--- src/rtl/rom_fetch_buf_if.sv ---
// rom_fetch_buf_if: bundles the address, memory and consumer-side signals of rom_fetch_buf.
//   slave  modport: the fetch buffer itself.
//   master modport: the surrounding environment (address generator, ROM, consumer).
//   flush          : synchronous clear of buffered and in-flight data.
//   addr_*         : address stream from the generator (valid/ready, plus series-last flag).
//   mem_*          : read port of a synchronous memory with 1-cycle read latency.
//   dout_*         : FIFO head presented to the consumer (valid/ready).
//   occupancy      : number of stored entries.
interface rom_fetch_buf_if #(
  parameter int unsigned ADDR_WIDTH = 8,
  parameter int unsigned DATA_WIDTH = 16,
  parameter int unsigned DEPTH      = 4
);
  logic                       flush;
  logic [ADDR_WIDTH-1:0]      addr_in;
  logic                       addr_valid;
  logic                       addr_last;
  logic                       addr_ready;
  logic                       mem_rd_en;
  logic [ADDR_WIDTH-1:0]      mem_addr;
  logic [DATA_WIDTH-1:0]      mem_rdata;
  logic [DATA_WIDTH-1:0]      dout;
  logic                       dout_last;
  logic                       dout_valid;
  logic                       dout_ready;
  logic [$clog2(DEPTH):0]     occupancy;

  modport slave (
    input  flush, addr_in, addr_valid, addr_last, mem_rdata, dout_ready,
    output addr_ready, mem_rd_en, mem_addr, dout, dout_last, dout_valid, occupancy
  );

  modport master (
    output flush, addr_in, addr_valid, addr_last, mem_rdata, dout_ready,
    input  addr_ready, mem_rd_en, mem_addr, dout, dout_last, dout_valid, occupancy
  );
endinterface

--- src/rtl/rom_fetch_buf.sv ---
// rom_fetch_buf: read-fetch stage between an address generator and a PE-side consumer.
// Accepted addresses are issued straight to a 1-cycle-latency memory; returned words land in a
// show-ahead FIFO. Credits (free entries minus the read in flight) gate addr_ready so a
// returned word always has a slot.
// Ports:
//   clk  : rising-edge clock.
//   rst  : synchronous active-low reset.
//   bus  : rom_fetch_buf_if.slave (flush, addr_*, mem_*, dout_*, occupancy).
module rom_fetch_buf #(
  parameter int unsigned ADDR_WIDTH = 8,
  parameter int unsigned DATA_WIDTH = 16,
  parameter int unsigned DEPTH      = 4
) (
  input logic            clk,
  input logic            rst,
  rom_fetch_buf_if.slave bus
);
  localparam int unsigned PtrW = $clog2(DEPTH);
  localparam int unsigned CntW = PtrW + 1;

  typedef logic [DATA_WIDTH:0] entry_t;  // {last, data}

  entry_t          store_q [DEPTH];
  logic [PtrW-1:0] wptr_q, wptr_d;
  logic [PtrW-1:0] rptr_q, rptr_d;
  logic [CntW-1:0] count_q, count_d;
  logic            rd_pend_q, rd_pend_d;
  logic            last_pend_q, last_pend_d;

  logic            clear;
  logic            accept;
  logic            wr_en;
  logic            pop;
  logic [CntW-1:0] used;
  entry_t          head;

  // Entries committed or in flight; a same-cycle pop is deliberately not credited.
  assign used  = count_q + CntW'(rd_pend_q);
  assign clear = ~rst | bus.flush;

  assign bus.addr_ready = rst & ~bus.flush & (used < CntW'(DEPTH));
  assign accept         = bus.addr_valid & bus.addr_ready;
  assign bus.mem_rd_en  = accept;
  assign bus.mem_addr   = bus.addr_in;

  // A clear also drops the word returning for a read issued in the clear cycle's predecessor.
  assign wr_en = rd_pend_q & ~clear;
  assign pop   = bus.dout_valid & bus.dout_ready & ~clear;

  assign head           = store_q[rptr_q];
  assign bus.dout_valid = (count_q != '0);
  assign bus.dout       = head[DATA_WIDTH-1:0];
  assign bus.dout_last  = head[DATA_WIDTH] & bus.dout_valid;
  assign bus.occupancy  = count_q;

  always_comb begin
    wptr_d      = wptr_q;
    rptr_d      = rptr_q;
    count_d     = count_q;
    rd_pend_d   = accept;
    last_pend_d = bus.addr_last;
    if (clear) begin
      wptr_d    = '0;
      rptr_d    = '0;
      count_d   = '0;
      rd_pend_d = 1'b0;
    end else begin
      if (wr_en) wptr_d = wptr_q + PtrW'(1);
      if (pop)   rptr_d = rptr_q + PtrW'(1);
      unique case ({wr_en, pop})
        2'b10:   count_d = count_q + CntW'(1);
        2'b01:   count_d = count_q - CntW'(1);
        default: count_d = count_q;
      endcase
    end
  end

  always_ff @(posedge clk) begin
    if (!rst) begin
      wptr_q      <= '0;
      rptr_q      <= '0;
      count_q     <= '0;
      rd_pend_q   <= 1'b0;
      last_pend_q <= 1'b0;
    end else begin
      wptr_q      <= wptr_d;
      rptr_q      <= rptr_d;
      count_q     <= count_d;
      rd_pend_q   <= rd_pend_d;
      last_pend_q <= last_pend_d;
    end
  end

  // Storage needs no reset: count gates every read of it.
  always_ff @(posedge clk) begin
    if (wr_en) store_q[wptr_q] <= {last_pend_q, bus.mem_rdata};
  end
endmodule

--- src/flat_wrapper.sv ---
// flat-port wrapper written by rule: the top's interface ports become plain ports
module rom_fetch_buf_flat 
#(
  parameter int unsigned ADDR_WIDTH = 8,
  parameter int unsigned DATA_WIDTH = 16,
  parameter int unsigned DEPTH      = 4
)
  (clk, rst, bus_flush, bus_addr_in, bus_addr_valid, bus_addr_last, bus_mem_rdata, bus_dout_ready, bus_addr_ready, bus_mem_rd_en, bus_mem_addr, bus_dout, bus_dout_last, bus_dout_valid, bus_occupancy);
  rom_fetch_buf_if #(.ADDR_WIDTH(ADDR_WIDTH), .DATA_WIDTH(DATA_WIDTH), .DEPTH(DEPTH)) bus_i ();
  input logic clk;
  input logic rst;
  input wire logic [$bits(bus_i.flush)-1:0] bus_flush;
  input wire logic [$bits(bus_i.addr_in)-1:0] bus_addr_in;
  input wire logic [$bits(bus_i.addr_valid)-1:0] bus_addr_valid;
  input wire logic [$bits(bus_i.addr_last)-1:0] bus_addr_last;
  input wire logic [$bits(bus_i.mem_rdata)-1:0] bus_mem_rdata;
  input wire logic [$bits(bus_i.dout_ready)-1:0] bus_dout_ready;
  output wire logic [$bits(bus_i.addr_ready)-1:0] bus_addr_ready;
  output wire logic [$bits(bus_i.mem_rd_en)-1:0] bus_mem_rd_en;
  output wire logic [$bits(bus_i.mem_addr)-1:0] bus_mem_addr;
  output wire logic [$bits(bus_i.dout)-1:0] bus_dout;
  output wire logic [$bits(bus_i.dout_last)-1:0] bus_dout_last;
  output wire logic [$bits(bus_i.dout_valid)-1:0] bus_dout_valid;
  output wire logic [$bits(bus_i.occupancy)-1:0] bus_occupancy;
  assign bus_i.flush = bus_flush;
  assign bus_i.addr_in = bus_addr_in;
  assign bus_i.addr_valid = bus_addr_valid;
  assign bus_i.addr_last = bus_addr_last;
  assign bus_i.mem_rdata = bus_mem_rdata;
  assign bus_i.dout_ready = bus_dout_ready;
  assign bus_addr_ready = bus_i.addr_ready;
  assign bus_mem_rd_en = bus_i.mem_rd_en;
  assign bus_mem_addr = bus_i.mem_addr;
  assign bus_dout = bus_i.dout;
  assign bus_dout_last = bus_i.dout_last;
  assign bus_dout_valid = bus_i.dout_valid;
  assign bus_occupancy = bus_i.occupancy;
  rom_fetch_buf #(.ADDR_WIDTH(ADDR_WIDTH), .DATA_WIDTH(DATA_WIDTH), .DEPTH(DEPTH)) u_core (.clk(clk), .rst(rst), .bus(bus_i));
endmodule
--- config.mk ---
export PLATFORM = sky130hd
export DESIGN_NAME = rom_fetch_buf_flat
export DESIGN_NICKNAME = d
export VERILOG_FILES = /design/src/rtl/rom_fetch_buf_if.sv /design/src/rtl/rom_fetch_buf.sv /design/src/flat_wrapper.sv
export SDC_FILE = /design/constraint.sdc
export NUM_CORES = 1
export LEC_CHECK = 0
export ABC_CLOCK_PERIOD_IN_PS = 3300
export CORE_UTILIZATION = 30
export CTS_CLUSTER_DIAMETER = 120
export CTS_CLUSTER_SIZE = 40
export DETAILED_ROUTE_END_ITERATION = 8
export DONT_BUFFER_PORTS = 1
export PLACE_DENSITY = 0.53
export SYNTH_ARGS = -nofsm -noshare
export SYNTH_HDL_FRONTEND = slang
export SYNTH_SLANG_ARGS = --single-unit
--- constraint.sdc ---
create_clock -name clk -period 3.3 [get_ports clk]
set_clock_uncertainty 0.1 [all_clocks]
set_input_delay 0.66 -clock clk [delete_from_list [all_inputs] [get_ports clk]]
set_output_delay 0.66 -clock clk [all_outputs]
set_load 0.005 [all_outputs]
## Word level (Yosys, flattened, before mapping)

Memories as Yosys holds them, arrays and structs flattened. A register that Yosys moved wholly into a read port is not among the register bits.
Index checks and enable logic that the tools add are counted.
W data, S select, Z words.

| storage, ports and cells | value |
|---|---|
| register bits after elaboration | 9 |
| latch bits | 0 |
| RAM bits | 68 |
| ROM bits | 0 |
| output and inout bits | 31 |
| logic and storage cells | 33 |
| memories | 1 |

Memories:

| name | words | bits a word | read ports | clocked after Yosys merged registers in | write ports | line | text |
|---|---|---|---|---|---|---|---|
| u_core.store_q | 4 | 17 | 1 | 1 | 1 | rom_fetch_buf.sv:23 | `entry_t store_q [DEPTH];` |

| operators by class | value |
|---|---|
| add/subtract/negate cells | 5 |
| multipliers | 0 |
| div/mod/pow operators | 0 |
| $lt $le $gt $ge | 1 |
| equal/unequal tests | 2 |
| shifts and indexed selects | 0 |
| multiplexer cells | 5 |
| bitwise logic cells | 11 |
| reductions and logical operators | 3 |

Operators by type and width:

| operator | number |
|---|---|
| $and A1 B1 Y1 | 7 |
| $pmux W3 S2 | 1 |
| $add A2 B1 Y2 const B | 2 |
| $mux W2 | 2 |
| $add A3 B1 Y3 | 1 |
| $add A3 B1 Y3 const B | 1 |
| $lt A3 B3 Y1 const B | 1 |
| $not A1 Y1 | 3 |
| $reduce_bool A3 Y1 | 1 |
| $sub A3 B1 Y3 const B | 1 |
| $eq A2 B1 Y1 const B | 1 |
| $eq A2 B2 Y1 const B | 1 |
| $mux W1 | 2 |
| $reduce_bool A2 Y1 | 1 |
| $reduce_or A2 Y1 | 1 |
| $or A1 B1 Y1 | 1 |

## Longest topological paths before layout

Gate-level depths: netlist of run 1.

| logic depth | value |
|---|---|
| word-level depth | 6 |
| depth in mapped cells | 9 |
| gate-level depth less buffers | 8 |

## Worst setup path after synthesis of run 1

Ideal clock, no wire load.

| timing | value |
|---|---|
| path type | input port to flip-flop |
| start | in bus_flush |
| end | reg u_core.count_q[2], in the netlist u_core.bus.occupancy[2] |
| arrival time | 2.236 ns |
| data required time | 3.129 ns |
| slack | 0.893 ns |
| cell stages on the path | 9 |
| buffers on the path | 1 |
| cell sequence | nand2b_1 > clkbuf_1 > nor2_1 > ha_1 > inv_1 > fa_1 > xor2_1 > or3_1 > a21oi_1 |

| on the way | value |
|---|---|
| cells in the longest elaborated chain, start to end | 5 |
| elaborated cells between the ends (all ways) | 9 |
| classes of those cells | 2 x eq/ne; 1 x mux; 4 x bitwise; 2 x reduce/logical |

RTL lines:

| element | line | text |
|---|---|---|
| start, declared | flat_wrapper.sv:12 | `input wire logic [$bits(bus_i.flush)-1:0] bus_flush;` |
| $or A1 B1 Y1 (*) | rom_fetch_buf.sv:39 | `assign clear = ~rst \| bus.flush;` |
| $not A1 Y1 (*) | rom_fetch_buf.sv:48 | `assign pop = bus.dout_valid & bus.dout_ready & ~clear;` |
| $and A1 B1 Y1 (*) | rom_fetch_buf.sv:48 |  |
| via u_core.pop | rom_fetch_buf.sv:33 | `logic pop;` |
| $eq A2 B1 Y1 / $eq A2 B2 Y1 (equally long branches) | rom_fetch_buf.sv:70 | `unique case ({wr_en, pop})` |
| $pmux W3 S2 / $reduce_bool A2 Y1 (equally long branches) | n/a |  |
| end signal, assigned | rom_fetch_buf.sv:88 | `count_q <= count_d;` |
| end, declared | rom_fetch_buf.sv:26 | `logic [CntW-1:0] count_q, count_d;` |

The timed path passes the listed nets; every way through them passes the cells marked *.
A chain may end at the register's enable or synchronous reset.

==> metrics, run 1 <==
1st-pass router iterations=3; Crit path required time=2.54 ns; # IOs=61; # hold bufs at CTS=0; crit-path leading delay family=multiplexers; Yosys top cell area share=0.660; crit path DAT=1.69 ns; # setup viols final=0; routability cong.=0.684; Post-Synthesis Cell Area=3090 µm²; final period utilization=0.743; Internal Pwr Total=0.00145 W; n_diodes=0; Detail Route met2 WL=2870 µm; DRT Wirelength=5030 µm; Die Wd=104 µm; slowest CP cell=mux4_1; pin count of the biggest net entering global routing=18; clock-pin slew on the worst setup and hold paths=0.09 ns; Vias=1348; routed len/inst=16.8 µm; Final Core Density=0.344; critical path depth=2; antenna viol nets, final=0; type of the worst setup path=register to output port; Max Cap Viol=0; power share of the clock group=0.392; Starting Density=0.314; vias in the first global route=1449; cells along the critical path=buf_4 > mux4_1; post-synthesis sequential area ratio=0.731; post_cts resized=0; prevailing post-synth register cell=edfxtp_1; Worst Setup End Kind=output port; Area contributors post-synth=edfxtp_1 (66%), mux4_2 (8.0%), dfxtp_1 (7.1%); overall die area=10700 µm²; die height=104 µm; RSZ-0062 raised after global routing=false; Starting DRT DRC Count=61; postcts setup bufs=0; commonest non-fill, non-tap cells in the layout=edfxtp_1 (68), nor2_1 (12), mux4_2 (11), dfxtp_1 (11), clkbuf_8 (9); Max-slew headroom=0.724; total negative slack=0 ns; H-tree levels=3; CTS tree=built; first-pass GRT wire length=7740 µm; cells after synthesis=158; power share of the sequential group=0.600; GRT Resource Usage Total=0.100; Synth Register Bits=79; Sw Ratio=0.201; I/O Buffers=0; Tmin final=2.45 ns; WL met3=368 µm; CP max FO=16; highest routed layer=met4; Bufs and invs on worst path=1; Worst Hold Path Cells=0; nets=197; Met1 Wirelength=1730 µm; commonest non-fill, non-tap cell in the layout=edfxtp_1; Psw=0.000364 W; initial antenna violation count=0; Slew Viols, Final=0; Area growth syn-to-layout=9.79%; Leakage Power=1.07 nW; distinct cell type count after synthesis=27; Overflow after GRT=0; largest area contributor in the netlist=edfxtp_1; Max IR drop VDD=0.159 mV; pwr dens=535 nW/µm²; HP Class=input port to register; Post-synth EDFFs=68; Longest Clk Path Bufs=2; highest clock rate=0.408 GHz; TritonCTS Sinks=79; clock latency on the worst-skew pair=0.34 ns; max incr delay on CP=0.66 ns; status=complete, no violations; vias per cell=4.51; # DRC=0; syn_area_per_cell=19.6 µm²; Comb pwr share=0.008; Mapped Nets=194; Syn. warnings=0; proportion of layout cells with a drive suffix above 1=0.199; Core Region=9860 µm²; Fin. Hold Viols=0; Worst setup SP type=register; worst reg-to-reg path cell count=8; ys async rst share=0; Num CTS Buffers=9; Cell Rows=36; worst slew pin tran=0.409 ns; clock root buffer master=clkbuf_8
-- synthesized netlist by cell type (2+ instances only) --
cell and n:
edfxtp_1 68, nor2_1 12, dfxtp_1 11, mux4_2 11, buf_4 8, mux4_1 6
ha_1 5, inv_1 5, and3_1 4, xor2_1 4, buf_2 3, a21oi_1 2
and2_1 2, nand2_1 2, or3_1 2, xnor2_1 2
-- routing by layer --
metal / global-route usage / vias up
li1: - / 617
met1: 0.0918 / 691
met2: 0.182 / 34
met3: 0.0491 / 6
met4: 0.0528 / 0
met5: 0 / -
-- power groups by stage --
stage | logic, W | registers (W) | clock network, W
after floorplan | 0.0000204 | 0.00111 | 0
after global routing | 0.0000162 | 0.00109 | 0.000774
after global placement | 0.0000139 | 0.00111 | 0
final | 0.0000144 | 0.00109 | 0.000712
after CTS | 0.0000149 | 0.00109 | 0.000735
after detailed placement | 0.0000148 | 0.00111 | 0
-- cell families after synthesis --
group	synth area share
AO/OA/AOI/OAI	0.0101
XOR/XNOR	0.0170
adder cells (fa/ha/maj)	0.0267
buffers and inverters	0.0417
flip-flops	0.731
multiplexers	0.134
AND/OR/NAND/NOR	0.0388
-- registers in the layout, indices dropped and copies added, names as in the netlist, named ones only --
name / flops
u_core.rptr_q: 2
u_core.wptr_q: 2
u_core.store_q: 68
u_core.rd_pend_q: 1
u_core.bus.occupancy: 3
u_core.last_pend_q: 1
-- worst register-to-register path, stage by stage (launching register included) --
cell and delay, ns:
dfxtp_1 0.47, o31ai_1 0.15, nor2_1 0.13, ha_1 0.20
inv_1 0.06, fa_1 0.37, xor2_1 0.17, or3_1 0.32
a21oi_1 0.15
-- metrics by stage --
stage,std cells,setup slack (ns),instance area (µm²),hold slack (ns),total power (W)
finish,299,0.849,3400,0.302,0.00182
global placement,283,0.888,3190,0.366,0.00113
floorplan,158,0.893,3090,0.338,0.00113
detailed placement,283,0.761,3190,0.372,0.00113
CTS,299,0.784,3400,0.281,0.00184
global route,299,0.733,3400,0.268,0.00188
-- final cells by class --
type	count	area [µm²]
inverters	5	18.8
fillers	913	6470
multi-input cells	60	702
clock buffers	9	124
well taps	133	166
flip-flops and latches	79	2260
clock inverters	7	77.6
repair buffers	6	45.0
-- worst paths after layout --
check	start	endpoint	slack [ns]
max	register	bus_dout[8]	0.85
min	bus_mem_rdata[14]	u_core.store_q[1][14]$_DFFE_PP_	0.30
max reg2reg	u_core.bus.occupancy[2]$_SDFFE_PP0P_	u_core.bus.occupancy[2]$_SDFFE_PP0P_	1.12
min reg2reg	u_core.last_pend_q$_SDFF_PN0_	u_core.store_q[2][16]$_DFFE_PP_	0.39
(Power assumes the default switching activity.)
==> run 2: changes to the inputs <==
--- a/config.mk
+++ b/config.mk
@@ -5,7 +5,7 @@
 export SDC_FILE = /design/constraint.sdc
 export NUM_CORES = 1
 export LEC_CHECK = 0
-export ABC_CLOCK_PERIOD_IN_PS = 3300
+export ABC_CLOCK_PERIOD_IN_PS = 2550
 export CORE_UTILIZATION = 30
 export CTS_CLUSTER_DIAMETER = 120
 export CTS_CLUSTER_SIZE = 40
==> constraint.sdc (replaced) <==
create_clock -name clk -period 2.55 [get_ports clk]
set_clock_uncertainty 0.1 [all_clocks]
set_input_delay 0.51 -clock clk [delete_from_list [all_inputs] [get_ports clk]]
set_output_delay 0.51 -clock clk [all_outputs]
set_load 0.005 [all_outputs]
==> metrics, run 2 (same netlist as run 1, synthesis figures left out) <==
Num CTS Buffers=9; Largest register FFs=68; final period utilization=0.892; crit path DAT=1.66 ns; first-pass GRT wire length=7920 µm; Cell Rows=36; vias in the first global route=1475; # setup viols final=0; nets=199; Max IR drop VDD=0.196 mV; worst slew pin tran=0.482 ns; Longest Clk Path Bufs=2; # DRC=0; GRT Resource Usage Total=0.102; cells along the critical path=buf_4 > mux4_1; Bufs and invs on worst path=1; clock root buffer master=clkbuf_8; highest routed layer=met4; post_cts resized=0; Slew Viols, Final=0; crit-path leading delay family=multiplexers; Worst setup SP type=register; Core Region=9860 µm²; Register Area=2260 µm²; die height=104 µm; clock-pin slew on the worst setup and hold paths=0.08 ns; total negative slack=0 ns; CTS tree=built; # hold bufs at CTS=0; Die Wd=104 µm; Detail Route met2 WL=2760 µm; initial antenna violation count=0; highest clock rate=0.440 GHz; status=complete, no violations; antenna viol nets, final=0; HP Class=input port to register; RSZ-0062 raised after global routing=false; Fin. Hold Viols=0; Crit path required time=1.94 ns; Leakage Power=1.06 nW; # IOs=61; type of the worst setup path=register to output port; area of the multi-input gates=702 µm²; 1st-pass router iterations=4; fillers=917; Max-slew headroom=0.678; Min Hold Slack=0.153 ns; DP HPWL=3370 µm; commonest non-fill, non-tap cells in the layout=edfxtp_1 (68), nor2_1 (12), mux4_2 (11), dfxtp_1 (11), clkbuf_8 (9); H-tree levels=3; Worst Setup End Kind=output port; I/O Buffers=0; Vias=1385; Overflow after GRT=0; Max Cap Viol=0; TritonCTS Sinks=79; Tmin final=2.27 ns; Starting Density=0.314; routability cong.=0.680; r2r setup slk=0.41 ns; clock latency on the worst-skew pair=0.34 ns; proportion of layout cells with a drive suffix above 1=0.196; WL met3=331 µm; Area growth syn-to-layout=9.26%; Top reg by flops=u_core.store_q; Met1 Wirelength=1830 µm; Starting DRT DRC Count=54; DRT Wirelength=5080 µm; routed len/inst=16.9 µm; vias per cell=4.60; pin count of the biggest net entering global routing=18; max incr delay on CP=0.60 ns; CP max FO=7; n_diodes=0; postcts setup bufs=0; pwr dens=659 nW/µm²; commonest non-fill, non-tap cell in the layout=edfxtp_1; slowest CP cell=mux4_1; overall die area=10700 µm²
run 2: stage by stage:
stage	total power, W	utilization	instance area, µm²	setup WS (ns)	cells
2_1_floorplan	0.00146	-	3090	0.293	158
3_3_place_gp	0.00146	0.325	3210	0.450	285
3_5_place_dp	0.00146	0.325	3210	0.397	285
4_1_cts	0.00225	0.343	3380	0.199	301
5_1_grt	0.00230	0.343	3380	0.165	301
6_report	0.00223	0.343	3380	0.275	301
run 2: area by class of cell:
class,count,area share
clock buffers,9,0.0367
clock inverters,7,0.0137
inverters,5,0.00555
multi-input cells,60,0.208
flip-flops and latches,79,0.669
well taps,133,0.0492
repair buffers,8,0.0178
run 2: final timing paths:
path,startpoint,to,cells past startpoint
setup / recovery,register,bus_dout[8],2
hold / removal,bus_mem_rdata[14],u_core.store_q[2][14]$_DFFE_PP_,0
hold reg to reg,u_core.last_pend_q$_SDFF_PN0_,u_core.store_q[2][16]$_DFFE_PP_,0
setup reg to reg,u_core.bus.occupancy[2]$_SDFFE_PP0P_,u_core.bus.occupancy[2]$_SDFFE_PP0P_,8
run 2: power by group:
group	internal (W)	switching, W
clock	0.000352	0.000445
sequential	0.00141	0.00000383
combinational	0.00000854	0.0000114
total	0.00177	0.000460
run 2: metal layers:
metal	up-vias	GRT usage
met5	-	0
met1	725	0.0988
met2	34	0.181
met3	12	0.0390
li1	614	-
met4	0	0.0683
